File: config.mk
export PLATFORM = sky130hd
export DESIGN_NAME = dtcm_icb_ctrl
export DESIGN_NICKNAME = d
export VERILOG_FILES = /design/src/rtl/dtcm_icb_ctrl.sv
export SDC_FILE = /design/constraint.sdc
export NUM_CORES = 1
export LEC_CHECK = 0
export CAP_MARGIN = 20
export CORE_MARGIN = 2
export CORE_UTILIZATION = 50
export DETAILED_ROUTE_END_ITERATION = 7
export DONT_BUFFER_PORTS = 1
export PLACE_DENSITY = 0.72
export SETUP_SLACK_MARGIN = 0.4
export SYNTH_ARGS = -nofsm -noshare
export SYNTH_HDL_FRONTEND = slang
export SYNTH_SLANG_ARGS = --single-unit
File: constraint.sdc
create_clock -name clk -period 3.67 [get_ports clk]
set_input_delay 0.734 -clock clk [delete_from_list [all_inputs] [get_ports clk]]
set_output_delay 0.734 -clock clk [all_outputs]
set_load 0.01 [all_outputs]
File: src/rtl/dtcm_icb_ctrl.sv
// rtl/dtcm_icb_ctrl.sv - ICB responder driving the single-port DTCM RAM with an in-order response FIFO
module dtcm_icb_ctrl #(
  parameter int          ADDR_WIDTH = 13,
  parameter int          DATA_WIDTH = 32,
  parameter int          BE_WIDTH   = 4,
  parameter logic [31:0] BASE_ADDR  = 32'h9000_0000,
  parameter int          FIFO_DEPTH = 4
) (
  input  logic                  clk,
  input  logic                  rst_n,
  input  logic                  cmd_valid,
  output logic                  cmd_ready,
  input  logic [31:0]           cmd_addr,
  input  logic                  cmd_read,
  input  logic [DATA_WIDTH-1:0] cmd_wdata,
  input  logic [BE_WIDTH-1:0]   cmd_wmask,
  output logic                  rsp_valid,
  input  logic                  rsp_ready,
  output logic [DATA_WIDTH-1:0] rsp_rdata,
  output logic                  rsp_err,
  output logic [ADDR_WIDTH-1:0] ram_addr,
  output logic [DATA_WIDTH-1:0] ram_wr_data,
  output logic                  ram_wr_en,
  output logic [BE_WIDTH-1:0]   ram_wr_byte_en,
  input  logic [DATA_WIDTH-1:0] ram_rd_data
);

  localparam int          PTR_W    = $clog2(FIFO_DEPTH);
  localparam int          CNT_W    = PTR_W + 1;
  localparam logic [31:0] WIN_MASK = (32'd4 << ADDR_WIDTH) - 32'd1;

  logic                  in_win;
  logic                  accept;
  logic                  push;
  logic                  pop;
  logic [CNT_W-1:0]      occupancy;
  logic [DATA_WIDTH:0]   push_entry;

  logic                  pend_vld_q, pend_vld_d;
  logic                  pend_read_q, pend_read_d;
  logic                  pend_err_q, pend_err_d;
  logic [PTR_W-1:0]      wr_ptr_q, wr_ptr_d;
  logic [PTR_W-1:0]      rd_ptr_q, rd_ptr_d;
  logic [CNT_W-1:0]      count_q, count_d;
  logic [DATA_WIDTH:0]   fifo_mem_q [FIFO_DEPTH];

  always_comb begin
    in_win    = (cmd_addr & ~WIN_MASK) == BASE_ADDR;
    // The pending stage counts as occupied so its push next cycle can never overflow.
    occupancy = count_q + CNT_W'(pend_vld_q);
    cmd_ready = rst_n && (occupancy < CNT_W'(FIFO_DEPTH));
    accept    = cmd_valid && cmd_ready;

    ram_addr       = cmd_addr[ADDR_WIDTH+1:2];
    ram_wr_data    = cmd_wdata;
    ram_wr_en      = accept && !cmd_read && in_win;
    ram_wr_byte_en = ram_wr_en ? cmd_wmask : '0;

    pend_vld_d  = accept;
    pend_read_d = cmd_read;
    pend_err_d  = !in_win;

    push       = pend_vld_q;
    push_entry = {pend_err_q, (pend_read_q && !pend_err_q) ? ram_rd_data : {DATA_WIDTH{1'b0}}};

    rsp_valid = (count_q != '0);
    pop       = rsp_valid && rsp_ready;
    {rsp_err, rsp_rdata} = rsp_valid ? fifo_mem_q[rd_ptr_q] : '0;

    wr_ptr_d = wr_ptr_q + PTR_W'(push);
    rd_ptr_d = rd_ptr_q + PTR_W'(pop);
    count_d  = count_q + CNT_W'(push) - CNT_W'(pop);
  end

  always_ff @(posedge clk or negedge rst_n) begin
    if (!rst_n) begin
      pend_vld_q  <= 1'b0;
      pend_read_q <= 1'b0;
      pend_err_q  <= 1'b0;
      wr_ptr_q    <= '0;
      rd_ptr_q    <= '0;
      count_q     <= '0;
    end else begin
      pend_vld_q  <= pend_vld_d;
      pend_read_q <= pend_read_d;
      pend_err_q  <= pend_err_d;
      wr_ptr_q    <= wr_ptr_d;
      rd_ptr_q    <= rd_ptr_d;
      count_q     <= count_d;
    end
  end

  // Entry storage needs no reset: the head is masked whenever the FIFO is empty.
  always_ff @(posedge clk) begin
    if (push) begin
      fifo_mem_q[wr_ptr_q] <= push_entry;
    end
  end

endmodule

-- Yosys cells after proc, flatten, opt, wreduce, memory -nomap -nowiden
Memory sizes are Yosys's and may differ from the RTL's.
Cells that the tools add are included.
- register bits: 10
- output and inout port bits: 85
- logic and storage cells: 28
- memories kept: 1
- memory bits (writable): 132
- $lt $le $gt $ge: 1
- add/subtract/negate cells: 4
- multiplexer cells: 5
- equal/unequal tests: 1
- reductions and logical operators: 10
- memory list (name ; words ; bits a word ; rd ports ; clocked after memory_dff ; wr ports ; RTL line ; RTL):
    fifo_mem_q ; 4 ; 33 ; 1 ; 0 ; 1 ; 45 ; logic [DATA_WIDTH:0] fifo_mem_q [FIFO_DEPTH];
- operators with widths (cell ; number):
    33-bit 2-to-1 mux ; 1
    32-bit 2-to-1 mux ; 1
    17-bit == test, second input constant ; 1
    1-bit logical AND ; 6
    2-bit by 1-bit adder with 2-bit output ; 2
    4-bit 2-to-1 mux ; 1
    3-bit by 1-bit adder with 3-bit output ; 1
    1-bit zero test ; 3
    3-bit < comparator, second input constant ; 1
    3-bit nonzero test ; 1
    3-bit by 1-bit subtractor with 3-bit output ; 1
    1-bit 2-to-1 mux ; 2

-- Depth between registers and ports, before layout
Gate-level depths: netlist (run 1).
- word-level depth: 7
- gate-level depth with buffers: 5
- gate-level depth less buffers: 5

-- Least setup slack after synthesis (run 1)
No wires, ideal clock.
- kind: register -> register
- start: reg wr_ptr_q[1]
- end: mem fifo_mem_q[0][0] in the netlist's numbering, enable pin
- cell stages (with the launch flop): 2
- setup slack: 309 ps
- required time: 3199 ps
- period minus slack after synthesis: 3361 ps
- arrival time: 2890 ps
- cells stage by stage: dfrtp_1 > nor3b_1
- RTL lines (what ; RTL line ; RTL):
    start, declared ; 42 ; logic [PTR_W-1:0] wr_ptr_q, wr_ptr_d;
    start signal, assigned ; 87 ; wr_ptr_q <= wr_ptr_d;
    end, declared ; 45 ;
Straight into the memory's write port.

-- Worst setup path after layout (run 1)
- start: reg pend_vld_q
- end: out ram_wr_en
- longest elaborated chain between the ends: 6
- ends and longest elaborated chain (what ; RTL line ; RTL):
    start, declared ; 39 ; logic pend_vld_q, pend_vld_d;
    start signal, assigned ; 84 ; pend_vld_q <= pend_vld_d;
    3-bit by 1-bit adder with 3-bit output ; 50 ; occupancy = count_q + CNT_W'(pend_vld_q);
    3-bit < comparator ; 51 ; cmd_ready = rst_n && (occupancy < CNT_W'(FIFO_DEPTH));
    1-bit logical AND ; 51 ;
    1-bit logical AND ; 52 ; accept = cmd_valid && cmd_ready;
    1-bit logical AND (2 in series) ; 56 ; ram_wr_en = accept && !cmd_read && in_win;
    end, declared ; 23 ; output logic ram_wr_en,
No other way between the ends.

==> metrics.md, run 1 <==
| Metric | Value |
|---|---|
| Worst min-delay path class | `in -> async` |
| Area growth syn-to-layout | `8.90%` |
| Largest net degree at the start of global routing | `35` |
| Hold Violations, Final | `0` |
| Clock edge transition at the registers on the reported setup and hold paths | `about 0.060 ns` |
| Leading cell type in the layout, fill and taps excluded | `edfxtp_1` |
| CP Max Fanout | `6` |
| Final RePlAce weighted congestion | `0.693` |
| Synth area leaders | `edfxtp_1, mux4_2, buf_4, dfrtp_1, nor2b_1` |
| Residual DRC | `0` |
| Max Cap Violations | `0` |
| Crit-path cells | `ha_1 > ha_1 > xnor2_1 > nand3_2 > nor4_1` |
| Synth Register Bits | `142` |
| Total congestion overflow | `0` |
| Minimum clock period | `approximately 3.1 ns` |
| Post-synthesis average cell area | `17.8 µm²` |
| Crit path buffers/inverters | `0` |
| Fillers | `922` |
| Mapped Cells | `342` |
| Most used cell, CP | `ha_1` |
| Die H | `approximately 110 µm` |
| Proportion of layout cells with a drive suffix above 1 | `between 20% and 30%` |
| CP Class | `reg -> out` |
| Cell Area, Placed | `between 5000 and 6000 µm²` |
| Vias in the first global route | `2,824` |
| Syn Nets | `453` |
| Cell depth of the worst setup path | `5` |
| Final Instance Area | `6630 µm²` |
| Worst Reg2Reg Path Length in Cells | `6` |
| Post-DP HPWL | `6170 µm` |
| Drt first pass iters | `4` |
| Detailed router's first-iteration violation count | `about 240` |
| WL per Instance | `21.7 µm` |
| Post-synth top area share | `65.1%` |
| First-pass GRT wire length | `15,400 µm` |
| P per Cell Area | `755 nW/µm²` |
| RSZ-0062 raised after global routing | `false` |
| Routed via count | `2,685` |
| WL final | `10,200 µm` |
| Sequential fraction of the synthesis area | `69.2%` |
| Die Area | `13,100 µm²` |
| Layout net count | `420` |
| Crit path max-delay cell type | `nor4_1` |
| Critical Path AT | `between 2 and 2.5 ns` |
| Worst vdd ir | `326 µV` |
| Die W | `114 µm` |
| FF-to-FF setup slack | `between 1.5 and 2 ns` |
| Slowest cell delay on critical path | `0.52 ns` |
| DR vias/cell | `5.74` |
| I/O Buffers | `0` |
| CTS H-tree lvls | `4` |
| Mapped Area | `6090 µm²` |
| IO Pins | `190` |
| Crit path launch type | `register` |
| Clk root buf | `clkbuf_16` |
| CTS tree | `done` |
| All-layer global routing usage | `16.6%` |
| Crit share post-route | `83.5%` |
| CP required | `2.94 ns` |
| Most frequent cells in the layout | `edfxtp_1, nor2b_1, mux4_2, and2_1, clkbuf_16` |
| Clk buf depth | `2` |
| Relative slew slack | `35.7%` |
| CTS buffer count | `17` |
| Fmax | `0.326 GHz` |
| Post-route setup TNS | `0 ns` |
| Post-synth top area cell | `edfxtp_1` |
| Synth warnings | `0` |
| Post-CTS setup buffer count | `0` |
| Leak | `0.00222 µW` |
| Synth cell types | `25` |
| CORE AREA | `12,000 µm²` |
| Initial antenna violation count | `1` |
| Final setup fails | `0` |
| Final Max Tran Viols | `0` |
| Tightest Pin Transition | `around 0.96 ns` |
| Layout Skew | `0.0123 ns` |
| Outcome | `finished, final reports clean` |
| Worst setup EP type | `output port` |
| Antenna Violating Nets Remaining | `0` |
| # rows | `40` |
| CP delay by family, top | `simple AND/OR/NAND/NOR gates` |
| Antenna diodes | `0` |
| Clk sink count | `142` |
| Starting density of the core | `50.9%` |
| Insertion delay to the later sink of the worst-skew pair | `0.41 ns` |
==> power by group <==
part / internal, µW / leakage [µW] / total (µW) / switching [µW]
combinational: 552 / 0.000587 / 1090 / 540
sequential: 1910 / 0.00133 / 2110 / 201
clock: 1200 / 0.000304 / 1800 / 602
==> logic make-up after synthesis <==
family / after synthesis / synth area share (%)
buf+inv: 65 / 7.36
fa+ha+maj: 6 / 1.23
simple gates: 92 / 9.39
flops: 142 / 69.2
xor+xnor: 4 / 0.576
mux: 33 / 12.2
==> path summary, 6_finish.rpt <==
path                            start           endpoint
setup / recovery           pend_vld_q          ram_wr_en
hold / removal                  rst_n        rd_ptr_q[1]
setup reg to reg           count_q[1]         count_q[2]
hold reg to reg            pend_err_q  fifo_mem_q[2][32]
max in group asynchronous       rst_n         count_q[2]
min in group clk             cmd_read        pend_read_q
==> cell usage after synthesis (all sizes together) <==
master / n
nand2: 2
nand2b: 4
mux4: 33
nor4b: 1
and3: 1
buf: 53
nor4: 7
nand3: 1
nor3: 1
xor2: 2
ha: 6
and3b: 1
nor2: 3
or2: 1
nor2b: 35
inv: 6
nor3b: 1
xnor2: 2
dfrtp: 10
and2: 33
clkbuf: 6
nand4: 1
edfxtp: 132
==> flip-flops by register name, indices dropped and copies added (netlist names) <==
name and cells:
fifo_mem_q 132, wr_ptr_q 2, count_q 3, rd_ptr_q 2, pend_vld_q 1, pend_read_q 1
pend_err_q 1
==> per-stage QoR <==
stage / setup WS [ns] / instances / utilization, % / hold slack [ns] / power (µW)
floorplan: 1.26 / 342 / - / 0.438 / 3080
global route: 0.438 / 468 / 55.4 / 0.00270 / 5230
detailed placement: 0.977 / 435 / 49.8 / 0.439 / 3270
CTS: 0.506 / 468 / 55.2 / 0.00374 / 5090
finish: 0.604 / 468 / 55.4 / 0.0195 / 5000
global placement: 1.01 / 434 / 49.6 / 0.439 / 3240
==> layer usage <==
| metal | wire [µm] | global-route usage (%) | share of wire, % |
|---|---|---|---|
| met1 | 3900 | 19.2 | 38 |
| met2 | 5240 | 27.4 | 52 |
| met3 | 873 | 6.72 | 8.6 |
| met4 | 139 | 7.07 | 1.4 |
| met5 | 15 | 0 | 0.15 |
==> cell type report <==
| type | count | area [µm²] | share of cell area, % |
|---|---|---|---|
| flip-flops and latches | 142 | 4220 | 63.6 |
| clock inverters | 12 | 193 | 2.91 |
| well taps | 147 | 184 | 2.77 |
| inverters | 6 | 22.5 | 0.340 |
| repair buffers | 7 | 95.1 | 1.43 |
| clock buffers | 19 | 433 | 6.53 |
| multi-input cells | 135 | 1490 | 22.4 |
==> repair_timing <==
item | in CTS | in global routing
setup endpoints to repair | 0 | 5
endpoints found under the hold margin | 6 | 0
hold buffers | 2 | 0
gates resized for setup | 0 | 5
(Power assumes the default switching activity.)
==> run 2: changes to the inputs <==
--- a/config.mk
+++ b/config.mk
@@ -5,12 +5,13 @@
 export SDC_FILE = /design/constraint.sdc
 export NUM_CORES = 1
 export LEC_CHECK = 0
+export ABC_AREA = 1
 export CAP_MARGIN = 20
 export CORE_MARGIN = 2
 export CORE_UTILIZATION = 50
 export DETAILED_ROUTE_END_ITERATION = 7
 export DONT_BUFFER_PORTS = 1
-export PLACE_DENSITY = 0.72
+export PLACE_DENSITY = 0.75
 export SETUP_SLACK_MARGIN = 0.4
 export SYNTH_ARGS = -nofsm -noshare
 export SYNTH_HDL_FRONTEND = slang
==> constraint.sdc (replaced) <==
create_clock -name clk -period 2.76 [get_ports clk]
set_input_delay 0.552 -clock clk [delete_from_list [all_inputs] [get_ports clk]]
set_output_delay 0.552 -clock clk [all_outputs]
set_load 0.01 [all_outputs]
==> run 2 against run 1 <==
Against the previous run:
- total power rose by 48%
- sequential share of layout area fell by 4.5 points
- hold slack improved by 0.15 ns
- flip-flop and latch count did not move
- sequential power rose by 26%
- register-to-register slack got worse by 0.63 ns
- non-clock buffer count rose by 36
- global-route usage rose by 3.4 points
- largest cell class unchanged
==> metrics.md, run 2 <==
| Metric | Value |
|---|---|
| WL per Instance | `18.0 µm` |
| Outcome | `finished, final reports clean` |
| P per Cell Area | `1040 nW/µm²` |
| Post-DP HPWL | `7870 µm` |
| CTS buffer count | `17` |
| Layout net count | `671` |
| Synth warnings | `0` |
| Antenna diodes | `0` |
| Detailed router's first-iteration violation count | `251` |
| IO Pins | `190` |
| Synth Flop Type | `edfxtp_1` |
| # rows | `40` |
| CP required | `between 2 and 2.5 ns` |
| Clk root buf | `clkbuf_16` |
| Final setup fails | `0` |
| CTS tree | `done` |
| Clk buf depth | `2` |
| Final RePlAce weighted congestion | `a little under 0.8` |
| Hold Violations, Final | `0` |
| Overall power | `7410 µW` |
| Post-synthesis average cell area | `about 11 µm²` |
| Synth area leaders | `edfxtp_1, nor2_1, buf_4, dfrtp_1, o21ai_1` |
| Antenna Violating Nets Remaining | `0` |
| Most used cell, CP | `nand2_2` |
| Worst min-delay path class | `in -> reg` |
| Largest net degree at the start of global routing | `68` |
| Initial antenna violation count | `0` |
| Clock edge transition at the registers on the reported setup and hold paths | `approximately 0.060 ns` |
| Leading cell type in the layout, fill and taps excluded | `nor2_1` |
| Synth cell types | `24` |
| Commonest cells in the netlist | `nor2_1, edfxtp_1, buf_4, inv_1, o21ai_1` |
| Synth Register Bits | `142` |
| Worst setup EP type | `output port` |
| I/O Buffers | `0` |
| Post-synth top area cell | `edfxtp_1` |
| Die H | `116 µm` |
| Routed via count | `3,982` |
| Crit path launch type | `register` |
| Area growth syn-to-layout | `14.2%` |
| Crit share post-route | `84.3%` |
| Top flop regs | `fifo_mem_q x132, count_q x3` |
| Insertion delay to the later sink of the worst-skew pair | `approximately 0.4 ns` |
| Slowest cell delay on critical path | `~0.39 ns` |
| Leak | `0.00271 µW` |
| Die Area | `~13,000 µm²` |
| Starting density of the core | `51.6%` |
| Crit-path cells | `ha_2 > ha_4 > inv_2 > nand2_2 > nand2_2 > nand4_1 > buf_6 > nor3_4` |
| Die W | `116 µm` |
| CP Max Fanout | `5` |
| DR vias/cell | `5.37` |
| Syn Nets | `681` |
| First-pass GRT wire length | `19,800 µm` |
| Post-synthesis async set-or-reset flop share | `under 10%` |
| Vias in the first global route | `3,911` |
| WL final | `~13,000 µm` |
| Fillers | `936` |
| Post-synth EDFFs | `132` |
| Max Cap Violations | `0` |
| Most frequent cells in the layout | `nor2_1, edfxtp_1, inv_1` |
| Total congestion overflow | `0` |
| Final Max Tran Viols | `0` |
| Relative slew slack | `between 50 and 60%` |
| Sequential fraction of the synthesis area | `67.4%` |
| Worst vdd ir | `754 µV` |
| RSZ-0062 raised after global routing | `true` |
| Mapped Area | `between 6000 and 7000 µm²` |
| Max FFs per register | `132` |
| Crit path max-delay cell type | `dfrtp_1` |
| CP Class | `reg -> out` |
| Critical Path AT | `1.78 ns` |
| Residual DRC | `0` |
| Cell Area, Placed | `6210 µm²` |
| Most frequent cell after synthesis | `nor2_1` |
| All-layer global routing usage | `20.0%` |
| Post-synth top area share | `63.4%` |
| Proportion of layout cells with a drive suffix above 1 | `about 17%` |
| CORE AREA | `12,100 µm²` |
| Top reg by flops | `fifo_mem_q` |
| Drt first pass iters | `5` |
| Fmax | `0.430 GHz` |
| Post-route setup TNS | `0 ns` |
| Final Instance Area | `7140 µm²` |
| Final Hold Slack | `about 0.17 ns` |
| CTS H-tree lvls | `4` |
| Minimum clock period | `2.33 ns` |
| Tightest Pin Transition | `0.688 ns` |
| Layout Skew | `approximately 0.020 ns` |
| Clk sink count | `142` |
| Mapped Cells | `570` |
## run 2: cell types whose count changed in the layout (fill, tap and decap cells not counted), moves of 26 or more
cell     before  now
nor2_1        2  174
inv_1         6   49
o21ai_1       0   42
nor2b_1      34    0
mux4_2       33    0
and2_1       33    1
a21oi_1       0   26
buf_4         2   28
## run 2: worst max-delay path, delay by kind of cell (launching register included)
kind	cells	cell delay, ns
flops	1	0.39
fa+ha+maj	2	0.36
simple gates	4	0.41
buf+inv	2	0.20
## run 2: layer usage
layer / GRT usage [%] / part of all wire [%] / wire length (µm)
met1: 23.1 / 37 / 5010
met2: 34.5 / 51 / 6870
met3: 4.71 / 7.7 / 1030
met4: 11.0 / 3.5 / 462
met5: 0 / 0 / 0
## run 2: kinds of logic (layout without fill, tap and decap cells)
logic type	count (synthesis)	in the layout	synth area share, %
buffers and inverters	124	127	10.7
DFF	142	142	67.4
and+or+nand+nor	196	196	12.3
adders and majority gates	6	6	1.20
AOI/OAI and AO/OA	99	99	7.93
xor gates and xnor gates	3	3	0.421
## run 2: final timing paths
| kind | startpoint | endpoint | slack (ns) | cells after the start |
|---|---|---|---|---|
| min in group asynchronous | rst_n | count_q[1] | 0.52 | 1 |
| min reg2reg | pend_err_q | fifo_mem_q[1][32] | 0.52 | 0 |
| min | cmd_read | pend_read_q | 0.17 | 0 |
| max | pend_vld_q | ram_wr_byte_en[2] | 0.43 | 8 |
| max reg2reg | count_q[0] | count_q[2] | 0.89 | 10 |
| max in group asynchronous | rst_n | rd_ptr_q[1] | 1.90 | 1 |
## run 2: timing repair
item                       4_1_cts  5_1_grt
hold endpoints to repair        10        0
pin swaps                        7        5
hold buffers                     1        0
gates cloned                     0        1
gates resized for setup         26        9
setup buffers                    6       14
setup endpoints to repair       38       27
## run 2: area by class of cell
cell class	instances	area, µm²	area share, %
Clock buffer	18	429	6.01
Clock inverter	14	143	2.00
Inverter	52	203	2.84
Multi-Input combinational cell	304	1480	20.8
Sequential cell	142	4220	59.1
Tap cell	168	210	2.94
Timing Repair Buffer	43	455	6.38
## run 2: metrics by stage
stage,std cells,worst slack [ns],util (%)
2_1_floorplan,570,-0.452,-
3_3_place_gp,687,0.507,51.2
3_5_place_dp,687,0.499,51.2
4_1_cts,726,0.380,57.4
5_1_grt,741,0.353,58.9
6_report,741,0.433,58.9
## run 2: report_power, final
group	internal (µW)	switching, µW	total [µW]
Combinational	976	1630	2600
Sequential	2530	119	2650
Clock	1330	836	2160
Total	4830	2580	7410
